$ cat config.mk
export PLATFORM = sky130hd
export DESIGN_NAME = fetch_unit_flat
export DESIGN_NICKNAME = d
export VERILOG_FILES = /design/src/rtl/fetch_unit_if.sv /design/src/rtl/fetch_unit.sv /design/src/flat_wrapper.sv
export SDC_FILE = /design/constraint.sdc
export NUM_CORES = 1
export LEC_CHECK = 0
export ABC_AREA = 1
export BUFFER_PORTS_ARGS = -buffer_cell sky130_fd_sc_hd__buf_4
export CORE_MARGIN = 5
export CORE_UTILIZATION = 35
export DETAILED_ROUTE_END_ITERATION = 7
export PLACE_DENSITY = 0.57
export SLEW_MARGIN = 20
export SYNTH_ARGS = -nofsm -noshare
export SYNTH_HDL_FRONTEND = slang
export SYNTH_SLANG_ARGS = --single-unit
$ cat constraint.sdc
create_clock -name clk -period 1.35 [get_ports clk]
set_input_delay 0.2025 -clock clk [delete_from_list [all_inputs] [get_ports clk]]
set_output_delay 0.2025 -clock clk [all_outputs]
set_load 0.01 [all_outputs]
$ cat src/rtl/fetch_unit_if.sv
// Fetch unit bus: program ROM port, branch redirect and the decoded-instruction output.
// master is the fetch unit; slave is the ROM/branch/decode environment.
interface fetch_unit_if #(
  parameter int unsigned DATA_WIDTH = 16,
  parameter int unsigned ADDR_WIDTH = 8
);
  logic [ADDR_WIDTH-1:0] rom_addr;
  logic [DATA_WIDTH-1:0] rom_data;
  logic                  branch_valid;
  logic [ADDR_WIDTH-1:0] branch_target;
  logic                  out_valid;
  logic                  out_ready;
  logic [DATA_WIDTH-1:0] out_instr;
  logic [DATA_WIDTH-1:0] out_operand;
  logic                  out_long;
  logic [ADDR_WIDTH-1:0] out_pc;

  modport master (
    output rom_addr,
    input  rom_data,
    input  branch_valid,
    input  branch_target,
    output out_valid,
    input  out_ready,
    output out_instr,
    output out_operand,
    output out_long,
    output out_pc
  );

  modport slave (
    input  rom_addr,
    output rom_data,
    output branch_valid,
    output branch_target,
    input  out_valid,
    output out_ready,
    input  out_instr,
    input  out_operand,
    input  out_long,
    input  out_pc
  );
endinterface

$ cat src/rtl/fetch_unit.sv
// Instruction fetch unit: walks the program ROM, joins two-word instructions
// (lds/sts/jmp/call) into one output beat, stalls on decode backpressure and
// redirects on branch.
module fetch_unit #(
  parameter int unsigned DATA_WIDTH = 16,
  parameter int unsigned ADDR_WIDTH = 8
) (
  input  logic          clk,
  input  logic          rst_n,
  fetch_unit_if.master  bus
);

  typedef enum logic [1:0] {StStart, StWord1, StWord2} state_t;

  state_t                r_state, w_state_nxt;
  logic [ADDR_WIDTH-1:0] r_pc, w_pc_nxt;
  logic [DATA_WIDTH-1:0] r_hold_word, w_hold_word_nxt;
  logic [ADDR_WIDTH-1:0] r_hold_pc, w_hold_pc_nxt;
  logic                  r_out_valid, w_out_valid_nxt;
  logic [DATA_WIDTH-1:0] r_out_instr, w_out_instr_nxt;
  logic [DATA_WIDTH-1:0] r_out_operand, w_out_operand_nxt;
  logic                  r_out_long, w_out_long_nxt;
  logic [ADDR_WIDTH-1:0] r_out_pc, w_out_pc_nxt;

  logic w_free;
  logic w_two_word;

  function automatic logic f_two_word(input logic [DATA_WIDTH-1:0] w);
    logic [DATA_WIDTH-1:0] w_m0;
    logic [DATA_WIDTH-1:0] w_m1;
    w_m0 = w & DATA_WIDTH'(16'hFE0F);
    w_m1 = w & DATA_WIDTH'(16'hFE0E);
    return (w_m0 == DATA_WIDTH'(16'h9000)) || (w_m0 == DATA_WIDTH'(16'h9200)) ||
           (w_m1 == DATA_WIDTH'(16'h940C)) || (w_m1 == DATA_WIDTH'(16'h940E));
  endfunction

  // Output register can take a new beat when empty or being consumed this edge.
  assign w_free     = !r_out_valid || bus.out_ready;
  assign w_two_word = f_two_word(bus.rom_data);

  // Next-state: branch wins everywhere, otherwise walk START -> WORD1 <-> WORD2.
  always_comb begin
    w_state_nxt       = r_state;
    w_pc_nxt          = r_pc;
    w_hold_word_nxt   = r_hold_word;
    w_hold_pc_nxt     = r_hold_pc;
    w_out_valid_nxt   = r_out_valid;
    w_out_instr_nxt   = r_out_instr;
    w_out_operand_nxt = r_out_operand;
    w_out_long_nxt    = r_out_long;
    w_out_pc_nxt      = r_out_pc;

    if (bus.branch_valid) begin
      // Redirect drops any pending or half-assembled instruction.
      w_pc_nxt        = bus.branch_target;
      w_out_valid_nxt = 1'b0;
      w_hold_word_nxt = '0;
      w_hold_pc_nxt   = '0;
      w_state_nxt     = StWord1;
    end else begin
      unique case (r_state)
        // ROM has not latched address 0 yet; wait one edge.
        StStart: w_state_nxt = StWord1;
        StWord1: begin
          if (w_free) begin
            w_pc_nxt = r_pc + ADDR_WIDTH'(1);
            if (w_two_word) begin
              w_hold_word_nxt = bus.rom_data;
              w_hold_pc_nxt   = r_pc;
              w_out_valid_nxt = 1'b0;
              w_state_nxt     = StWord2;
            end else begin
              w_out_instr_nxt   = bus.rom_data;
              w_out_operand_nxt = '0;
              w_out_long_nxt    = 1'b0;
              w_out_pc_nxt      = r_pc;
              w_out_valid_nxt   = 1'b1;
            end
          end
        end
        // Output is empty on entry here, so the operand can always be taken.
        StWord2: begin
          w_out_instr_nxt   = r_hold_word;
          w_out_operand_nxt = bus.rom_data;
          w_out_long_nxt    = 1'b1;
          w_out_pc_nxt      = r_hold_pc;
          w_out_valid_nxt   = 1'b1;
          w_pc_nxt          = r_pc + ADDR_WIDTH'(1);
          w_state_nxt       = StWord1;
        end
        default: w_state_nxt = StStart;
      endcase
    end
  end

  // State and output registers with asynchronous clear.
  always_ff @(posedge clk or negedge rst_n) begin
    if (!rst_n) begin
      r_state       <= StStart;
      r_pc          <= '0;
      r_hold_word   <= '0;
      r_hold_pc     <= '0;
      r_out_valid   <= 1'b0;
      r_out_instr   <= '0;
      r_out_operand <= '0;
      r_out_long    <= 1'b0;
      r_out_pc      <= '0;
    end else begin
      r_state       <= w_state_nxt;
      r_pc          <= w_pc_nxt;
      r_hold_word   <= w_hold_word_nxt;
      r_hold_pc     <= w_hold_pc_nxt;
      r_out_valid   <= w_out_valid_nxt;
      r_out_instr   <= w_out_instr_nxt;
      r_out_operand <= w_out_operand_nxt;
      r_out_long    <= w_out_long_nxt;
      r_out_pc      <= w_out_pc_nxt;
    end
  end

  assign bus.rom_addr    = r_pc;
  assign bus.out_valid   = r_out_valid;
  assign bus.out_instr   = r_out_instr;
  assign bus.out_operand = r_out_operand;
  assign bus.out_long    = r_out_long;
  assign bus.out_pc      = r_out_pc;

endmodule

$ cat src/flat_wrapper.sv
// flat-port wrapper written by rule: the top's interface ports become plain ports
module fetch_unit_flat 
#(
  parameter int unsigned DATA_WIDTH = 16,
  parameter int unsigned ADDR_WIDTH = 8
)
  (clk, rst_n, bus_rom_addr, bus_rom_data, bus_branch_valid, bus_branch_target, bus_out_valid, bus_out_ready, bus_out_instr, bus_out_operand, bus_out_long, bus_out_pc);
  fetch_unit_if #(.DATA_WIDTH(DATA_WIDTH), .ADDR_WIDTH(ADDR_WIDTH)) bus_i ();
  input  logic clk;
  input  logic rst_n;
  output wire logic [$bits(bus_i.rom_addr)-1:0] bus_rom_addr;
  input wire logic [$bits(bus_i.rom_data)-1:0] bus_rom_data;
  input wire logic [$bits(bus_i.branch_valid)-1:0] bus_branch_valid;
  input wire logic [$bits(bus_i.branch_target)-1:0] bus_branch_target;
  output wire logic [$bits(bus_i.out_valid)-1:0] bus_out_valid;
  input wire logic [$bits(bus_i.out_ready)-1:0] bus_out_ready;
  output wire logic [$bits(bus_i.out_instr)-1:0] bus_out_instr;
  output wire logic [$bits(bus_i.out_operand)-1:0] bus_out_operand;
  output wire logic [$bits(bus_i.out_long)-1:0] bus_out_long;
  output wire logic [$bits(bus_i.out_pc)-1:0] bus_out_pc;
  assign bus_rom_addr = bus_i.rom_addr;
  assign bus_i.rom_data = bus_rom_data;
  assign bus_i.branch_valid = bus_branch_valid;
  assign bus_i.branch_target = bus_branch_target;
  assign bus_out_valid = bus_i.out_valid;
  assign bus_i.out_ready = bus_out_ready;
  assign bus_out_instr = bus_i.out_instr;
  assign bus_out_operand = bus_i.out_operand;
  assign bus_out_long = bus_i.out_long;
  assign bus_out_pc = bus_i.out_pc;
  fetch_unit #(.DATA_WIDTH(DATA_WIDTH), .ADDR_WIDTH(ADDR_WIDTH)) u_core (.clk(clk), .rst_n(rst_n), .bus(bus_i));
endmodule
# Word level (Yosys, flattened, before mapping)
# Index checks and enable logic that the tools add are counted.
[totals]
reg_bits = 76
in_bits = 28
output_inout_bits = 50
[op_classes]
add_sub_neg = 1
n_eq_ne = 10
mux = 31
n_bitwise = 1
n_reduce_logical = 16
[op_table]
columns = ["cell", "n"]
rows = [
  ["$mux 16", 8],
  ["$mux 8", 8],
  ["$pmux 16 s2", 2],
  ["$pmux 8 s2", 2],
  ["$eq 11x11->1 const B", 2],
  ["$eq 10x10->1 const B", 2],
  ["$add 8x1->8 const B", 1],
  ["$reduce_bool 2->1", 4],
  ["$mux 2", 3],
  ["$ne 3x2->1 const B", 2],
  ["$mux 1", 5],
  ["$logic_or 1x1->1", 4],
  ["$pmux 1 s2", 2],
  ["$pmux 2 s2", 1],
  ["$reduce_and 2->1", 2],
  ["$reduce_and 4->1", 1],
  ["$reduce_and 3->1", 1],
  ["$reduce_bool 3->1", 1],
  ["$eq 2x1->1 const B", 1],
  ["$eq 2x2->1 const B", 1],
  ["$logic_not 2->1", 1],
  ["$ne 2x1->1 const B", 1],
  ["$ne 2x2->1 const B", 1],
  ["$reduce_or 2->1", 1],
  ["other kinds (2)", 2],
]

# Longest topological paths before layout
# Gate-level depths: netlist of the first run.
[logic_depth]
word_depth = 8
ltp_mapped = 8

# Least setup slack after synthesis of the first run
# No wires, ideal clock.
[synth_path]
kind = "reg2reg"
from = "register u_core.r_state[0]"
to = "register u_core.r_out_long, in the netlist u_core.bus.out_long"
t_arrival_ns = 1.232
setup_slack_ns = -0.012
path_stages_with_launch = 8
synth_period_minus_slack_ns = 1.362
cell_sequence = "dfrtp_1 > nor2_2 > inv_2 > a21oi_4 > nand2_2 > buf_2 > nand3_1 > nand2_1"
[synth_between]
elab_chain_cells = 3
[synth_rtl]
columns = ["element", "line_no", "source"]
rows = [
  ["start, declared", "fetch_unit.sv:15", "state_t r_state, w_state_nxt;"],
  ["start signal, assigned", "fetch_unit.sv:99", "r_state <= StStart;"],
  ["start signal, assigned", "fetch_unit.sv:109", "r_state <= w_state_nxt;"],
  ["$eq 2x1->1 / $eq 2x2->1 (equally long branches)", "fetch_unit.sv:61", "unique case (r_state)"],
  ["$ne 2x1->1 (no source line), or another cell as far along", "n/a", ""],
  ["$reduce_and 4->1 (no source line)", "n/a", ""],
  ["end signal, assigned", "fetch_unit.sv:116", "r_out_long <= w_out_long_nxt;"],
  ["end, declared", "fetch_unit.sv:22", "logic r_out_long, w_out_long_nxt;"],
]
# Parallel ways exist; a longest one is shown, timed or not.
# A chain may end at the register's enable or synchronous reset.

# Final worst setup path of the first run
[layout_path]
from = "register u_core.r_state[0]"
to = "register u_core.r_out_pc[2], in the netlist u_core.bus.out_pc[2]"
[layout_between]
elab_chain_cells = 3
[layout_rtl]
columns = ["element", "line_no", "source"]
rows = [
  ["$eq 2x1->1 / $eq 2x2->1 (equally long branches)", "fetch_unit.sv:61", ""],
  ["$ne 2x1->1 (no source line), or another cell as far along", "n/a", ""],
  ["$reduce_and 4->1 (no source line)", "n/a", ""],
  ["end signal, assigned", "fetch_unit.sv:117", "r_out_pc <= w_out_pc_nxt;"],
  ["end, declared", "fetch_unit.sv:23", "logic [ADDR_WIDTH-1:0] r_out_pc, w_out_pc_nxt;"],
]
# Parallel ways exist; a longest one is shown, timed or not.

==> flow_summary_export.csv, run 1 <==
group,metric,value,unit
cells_and_area,mostFrequentLayoutCells,"nand2_1, buf_4, nand3_1",
synthesis,yosys-mux-area-fraction,0,
floorplanning,initial_core_util,0.358,
placed_design,dp_cells,693,
cells_and_area,layout_commonest_cell,"nand2_1",
cells_and_area,diodes,0,
sta,min_period,1420,ps
synthesis,synth_xor_area_frac,0,
grt,grt_pass1_wl,17.1,mm
sta,rsz0062_at_grt,"yes",
detailed_routing,wl_per_cell,15.1,µm
sta,drv_slew,0,
clock_tree,htree_levels,3,
critical_path,cp_data_arrival_time,1720,ps
critical_path,path_max_fanout,6,
detailed_routing,first_pass_iters,6,
floorplanning,die_y,112,µm
synthesis,synth_compound_area_frac,0.0490,
placed_design,placed_area,0.00464,mm²
grt,overflow,0,
power_and_ir_drop,p_total,0.00563,W
run,max-cap-violations,0,
clock_tree,cts_buffers,9,
synthesis,syn-num-nets,503,
synthesis,yosys.cell_types.count,23,
worst_hold_path,holdCritStartpoint,"bus_rom_data[11]",
placed_design,dp_hpwl,7.64,mm
critical_path,r2r_start,"u_core.r_state[0]$_DFFE_PN0P_",
critical_path,rrSetupSlack,-70,ps
sta,fin_crit_sh,1.05,
synthesis,async_reset_ff_frac,1.00,
placed_design,gp_congestion,0.842,
grt,antenna_found_initial,0,
sta,fin_worst_skew,13.3,ps
sta,worst_slew_pin_slew,383,ps
cells_and_area,drive_gt1_frac,0.317,
critical_path,required,1650,ps
grt,grt_max_degree,34,
synthesis,ys.flop_type,"dfrtp_1",
clock_tree,cts_sinks,76,
sta,setup_violations,32,
detailed_routing,avgViaCountPerCell,4.98,
status,violations,"negative setup slack",
placed_design,port_buffers,77,
cells_and_area,fin_area,0.00519,mm²
power_and_ir_drop,leakagePower,2.72,nW
synthesis,ys_warn_count,0,
synthesis,ys_seq_area_frac,0.518,
synthesis,yosys.area.top_type_share,0.518,
detailed_routing,ant_nets,0,
synthesis,ys_ff_latch,76,
critical_path,worstSetupStartpoint,"u_core.r_state[0]$_DFFE_PN0P_",
grt,grt_pass1_vias,3370,
status,status,"finished with violations",
cells_and_area,area_growth,41.2,%
floorplanning,dieArea,0.0126,mm²
cells_and_area,instances_no_fill,717,
critical_path,critPathTopFamily,"flip-flops",
synthesis,synth.avg_cell_area,7.75,µm²
sta,max_slew_margin,0.742,
detailed_routing,num_vias,3574,
synthesis,synth_area_leaders,"dfrtp_1, nand2_1, nand3_1, o21ai_0, inv_1",
clock_tree,clk_pin_slew,90,ps
synthesis,yosys.area.top_type,"dfrtp_1",
floorplanning,core_area,0.0103,mm²
worst_hold_path,holdCritPathClass,"in2reg",
critical_path,slowest_delay,420,ps
synthesis,synth_edf_count,0,
sta,max_freq,703,MHz
clock_tree,cts_tree,"done",
floorplanning,fp.dieW,112,µm
synthesis,synthAdderAreaFrac,0.00340,
synthesis,yosys.area_share.simple,0.361,
grt,grt_use_total,0.167,
floorplanning,num_io_pins,78,
critical_path,critPathLaunchType,"flip-flop",
synthesis,synth_area,0.00367,mm²
critical_path,crit_type,"reg2reg",
synthesis,syn_inst,474,
synthesis,synth_top_family_by_area,"simple AND/OR/NAND/NOR gates",
detailed_routing,wl,10.8,mm
critical_path,endpoint_kind,"flip-flop",
clock_tree,clock_latency,350,ps
sta,final.setup.worst_slack,-72.9,ps
cells_and_area,nFillCells,1018,
critical_path,worst-path-buf-inv,3,
critical_path,path_cells,"inv_2 > nor2_4 > nand2_2 > a21oi_4 > buf_6 > clkbuf_16 > nand3_1 > nand2_1",
clock_tree,clockRootBuffer,"clkbuf_8",
detailed_routing,drc,0,
floorplanning,fp-row-count,37,
cells_and_area,finalNetCount,605,
sta,hold_viol,0,
power_and_ir_drop,power_density,1080,mW/mm²
power_and_ir_drop,vdd_drop_max,0.408,mV
detailed_routing,first_iter_violations,272,
critical_path,slowest_stage,"dfrtp_1",
clock_tree,cts_buffer_depth,2,
-- per-stage QoR --
stage	TNS, ps	utilization	worst slack [ps]	hold WS [ps]
3_3_place_gp	-4.67	0.451	-3.03	109
2_1_floorplan	0	-	1.09	-93.1
5_1_grt	-5670	0.505	-134	73.2
4_1_cts	-2040	0.475	-63.1	74.2
3_5_place_dp	-1530	0.451	-50.3	114
6_report	-974	0.505	-72.9	89.7
-- logic make-up (layout without fill, tap and decap cells) --
group / count (synthesis) / after routing
AOI/OAI and AO/OA: 33 / 33
DFF: 76 / 76
and+or+nand+nor: 302 / 302
buffers and inverters: 62 / 169
adders and majority gates: 1 / 1
-- flip-flops by register name, indices dropped and copies added (netlist names) --
name,flops
u_core.bus.out_instr,16
u_core.bus.out_long,1
u_core.bus.out_operand,16
u_core.bus.out_pc,8
u_core.bus.out_valid,1
u_core.bus.rom_addr,8
u_core.r_hold_pc,8
u_core.r_hold_word,16
u_core.r_state,2
-- power breakdown --
part	total, W	leakage (nW)	internal, W	switching [W]
registers	0.00255	1.00	0.00243	0.000120
logic	0.00113	1.61	0.000528	0.000601
clock network	0.00195	0.105	0.00109	0.000864
total	0.00563	2.72	0.00405	0.00158
-- final cells by class --
cell class                 instances  area [µm²]  area share
inverter                          32         123      0.0236
tap                              136         170      0.0328
sequential                        76        1900       0.367
clock buffer                      10         138      0.0265
clock inverter                     6        87.6      0.0169
timing repair buffer             121        1060       0.204
multi-input combinational        336        1710       0.329
-- synthesized netlist by cell type, types with 4 or more instances --
cell type / count
buf_1: 4
a21oi_1: 5
nand4_1: 10
dfrtp_1: 76
buf_2: 16
nand2_1: 149
nor2_2: 5
inv_1: 28
inv_2: 4
nor2_1: 23
nand3_1: 109
clkbuf_1: 10
o21ai_0: 25
-- routing by layer --
layer	track usage	wire, µm	vias to the layer above
li1	-	-	1753
met1	0.250	5170	1696
met2	0.242	4840	115
met3	0.0394	693	10
met4	0.0465	133	0
met5	0	0	-
-- tightest hold or removal path, stage by stage --
cell     delay [ps]
buf_4            80
nand3_1          60
nand2_1          60
-- final timing paths --
check,end,cells after the start
worst max-delay path,u_core.bus.out_pc[2]$_DFFE_PN0P_,8
worst min-delay path,u_core.bus.out_operand[11]$_DFFE_PN0P_,3
worst max register to register,u_core.bus.out_pc[2]$_DFFE_PN0P_,8
worst min register to register,u_core.r_hold_word[14]$_DFFE_PN0P_,2
max in group asynchronous,u_core.bus.rom_addr[3]$_DFFE_PN0P_,3
min in group asynchronous,u_core.bus.out_instr[14]$_DFFE_PN0P_,2
-- timing repair --
item,CTS,global route
endpoints found under the hold margin,18,0
hold buffers,1,0
setup endpoints to repair,41,67
pin swaps,3,15
setup buffers,1,2
cloned,0,4
gates resized for setup,1,48
Power figures use the tool's default switching activity.
==> inputs of run 2 (changes only) <==
Settings changed: ABC_AREA 1 to 0, BUFFER_PORTS_ARGS -buffer_cell sky130_fd_sc_hd__buf_4 to -buffer_cell sky130_fd_sc_hd__buf_2, PLACE_DENSITY 0.57 to 0.58.
==> flow_summary_export.csv, run 2 <==
group,metric,value,unit
worst_hold_path,min_to,"u_core.bus.rom_addr[0]$_DFFE_PN0P_",
clock_tree,clock_latency,350,ps
clock_tree,cts_buffers,9,
sta,hold_viol,0,
grt,antenna_found_initial,0,
placed_design,gp_congestion,0.778,
cells_and_area,drive_gt1_frac,0.485,
sta,min_period,1700,ps
detailed_routing,drt-met1-wl,4.83,mm
worst_hold_path,holdCritPathClass,"in2reg",
synthesis,syn_inst,339,
sta,max_freq,588,MHz
grt,grt_pass1_vias,3114,
critical_path,slowest_delay,410,ps
cells_and_area,layout_commonest_cell,"nand2_1",
critical_path,r2r_start,"u_core.r_state[0]$_DFFE_PN0P_",
floorplanning,die_y,111,µm
synthesis,yosys.area.top_type,"dfrtp_1",
synthesis,synth_area,0.00355,mm²
critical_path,crit_type,"reg2reg",
critical_path,path_max_fanout,6,
grt,grt_use_total,0.165,
synthesis,ys_warn_count,0,
critical_path,critPathLaunchType,"flip-flop",
critical_path,critPathTopFamily,"buffers and inverters",
synthesis,async_reset_ff_frac,1.00,
critical_path,crit_top_cell,"buf_6",
placed_design,dp_hpwl,6.78,mm
sta,final.setup.worst_slack,-351,ps
detailed_routing,wl_per_cell,17.6,µm
placed_design,dp_cells,569,
power_and_ir_drop,leakagePower,2.53,nW
status,status,"finished with violations",
detailed_routing,wl,10.7,mm
placed_design,port_buffers,77,
floorplanning,dieArea,0.0123,mm²
sta,hold_slack,61.6,ps
synthesis,ys_ff_latch,76,
status,violations,"negative setup slack",
power_and_ir_drop,power_density,1020,mW/mm²
detailed_routing,dr_wl_met2,5.22,mm
detailed_routing,drc,0,
worst_hold_path,holdCritStartpoint,"bus_branch_target[0]",
run,max-cap-violations,0,
synthesis,synth.avg_cell_area,10.5,µm²
sta,worst_slew_pin_slew,314,ps
clock_tree,htree_levels,3,
critical_path,r2r-end,"u_core.bus.out_pc[4]$_DFFE_PN0P_",
cells_and_area,fin_area,0.00518,mm²
cells_and_area,diodes,0,
placed_design,placed_area,0.00441,mm²
critical_path,rrSetupSlack,-350,ps
critical_path,endpoint_kind,"flip-flop",
synthesis,synth_edf_count,0,
floorplanning,fp-row-count,36,
critical_path,slowest_stage,"dfrtp_1",
synthesis,synth_area_leaders,"dfrtp_1, mux2_4, nand2_1, a22o_1, o21ai_0",
cells_and_area,mostFrequentLayoutCells,"nand2_1, buf_2, dfrtp_1",
floorplanning,core_area,0.00982,mm²
cells_and_area,instances_no_fill,607,
sta,fin_worst_skew,8.08,ps
cells_and_area,postLayoutCoreUtil,0.527,
clock_tree,cts_sinks,76,
floorplanning,num_io_pins,78,
synthesis,synth_common_cells,"nand2_1, dfrtp_1, o21ai_0",
cells_and_area,finalNetCount,498,
sta,max_slew_margin,0.791,
grt,grt_pass1_wl,16.4,mm
detailed_routing,num_vias,3104,
clock_tree,clockRootBuffer,"clkbuf_8",
cells_and_area,area_growth,45.8,%
critical_path,r2r_cells,7,
sta,setup_violations,75,
detailed_routing,maxUsedRoutingLayer,"met4",
critical_path,worst-path-buf-inv,3,
synthesis,yosys.area.top_type_share,0.536,
detailed_routing,ant_nets,0,
floorplanning,fp.dieW,111,µm
grt,overflow,0,
detailed_routing,wl_met3,511,µm
clock_tree,cts_buffer_depth,2,
sta,drv_slew,0,
placed_design,dp_worst_setup_slack,-513,ps
worst_hold_path,holdPathStages,3,
synthesis,syn-num-nets,368,
floorplanning,initial_core_util,0.362,
clock_tree,clk_pin_slew,80,ps
synthesis,synth_most_common_cell,"nand2_1",
clock_tree,cts_tree,"done",
detailed_routing,avgViaCountPerCell,5.11,
synthesis,ys_seq_area_frac,0.536,
critical_path,required,1590,ps
power_and_ir_drop,vdd_drop_max,0.505,mV
sta,rsz0062_at_grt,"yes",
sta,fin_crit_sh,1.26,
synthesis,yosys.cell_types.count,39,
critical_path,path_cells,"buf_6 > nor2b_4 > a21oi_4 > a311oi_4 > buf_6 > buf_12 > mux2_4",
critical_path,cp_data_arrival_time,1940,ps
synthesis,ys.flop_type,"dfrtp_1",
detailed_routing,first_iter_violations,157,
detailed_routing,first_pass_iters,4,
grt,grt_max_degree,41,
## run 2: worst max-delay path by stage
stage                                                 endpoint  cells past startpoint                           from
after floorplan            u_core.bus.out_instr[0]$_DFFE_PN0P_                      5  u_core.r_state[0]$_DFFE_PN0P_
after global placement     u_core.bus.out_instr[3]$_DFFE_PN0P_                      6               bus_rom_data[10]
after detailed placement  u_core.bus.out_instr[15]$_DFFE_PN0P_                      7               bus_rom_data[15]
after CTS                     u_core.bus.out_pc[7]$_DFFE_PN0P_                      6  u_core.r_state[0]$_DFFE_PN0P_
after global routing          u_core.bus.out_pc[4]$_DFFE_PN0P_                      7  u_core.r_state[0]$_DFFE_PN0P_
final                         u_core.bus.out_pc[4]$_DFFE_PN0P_                      7  u_core.r_state[0]$_DFFE_PN0P_
## run 2: through the flow
stage / setup TNS (ps) / total power [W]
floorplan: -14810 / 0.00301
global placement: -29080 / 0.00345
detailed placement: -31060 / 0.00346
CTS: -18930 / 0.00528
global route: -23560 / 0.00551
finish: -19840 / 0.00526
## run 2: layout make-up
| class | instances | area [µm²] |
|---|---|---|
| Timing Repair Buffer | 146 | 1180 |
| Fill cell | 905 | 4640 |
| Multi-Input combinational cell | 233 | 1730 |
| Tap cell | 133 | 166 |
| Sequential cell | 76 | 1900 |
| Clock inverter | 7 | 67.6 |
| Clock buffer | 9 | 124 |
| Inverter | 3 | 11.3 |
## run 2: power by group
| group | switching, W | internal, W | leakage (nW) |
|---|---|---|---|
| sequential | 0.0000991 | 0.00242 | 0.986 |
| combinational | 0.000499 | 0.000540 | 1.45 |
| clock | 0.000866 | 0.000843 | 0.0910 |
| total | 0.00146 | 0.00380 | 2.53 |
## run 2: what timing repair did
item / CTS / global route
endpoints found under the hold margin: 76 / 0
resized for setup: 30 / 58
hold buffers: 1 / 0
gates cloned: 4 / 4
setup buffers: 9 / 7
pin swaps: 18 / 31
endpoints found under the setup margin: 76 / 76
## run 2: kinds of logic (layout without fill, tap and decap cells)
group	Yosys count	count (layout)	synth area share
simple gates	133	133	0.179
flops	76	76	0.536
compound gates	73	73	0.138
buf+inv	30	165	0.0419
mux	25	25	0.100
fa+ha+maj	1	1	0.00352
xor+xnor	1	1	0.00247
## run 2: layer usage
metal  vias up  GRT usage
li1       1470          -
met1      1534      0.212
met2        89      0.277
met3        11     0.0404
met4         0     0.0460
met5         -          0
## run 2: worst register-to-register path, delay by kind of cell, from the launching register on
kind            cells  cell delay [ps]
simple gates        1              130
buf+inv             3              440
compound gates      2              310
mux                 1              300
flops               1              410
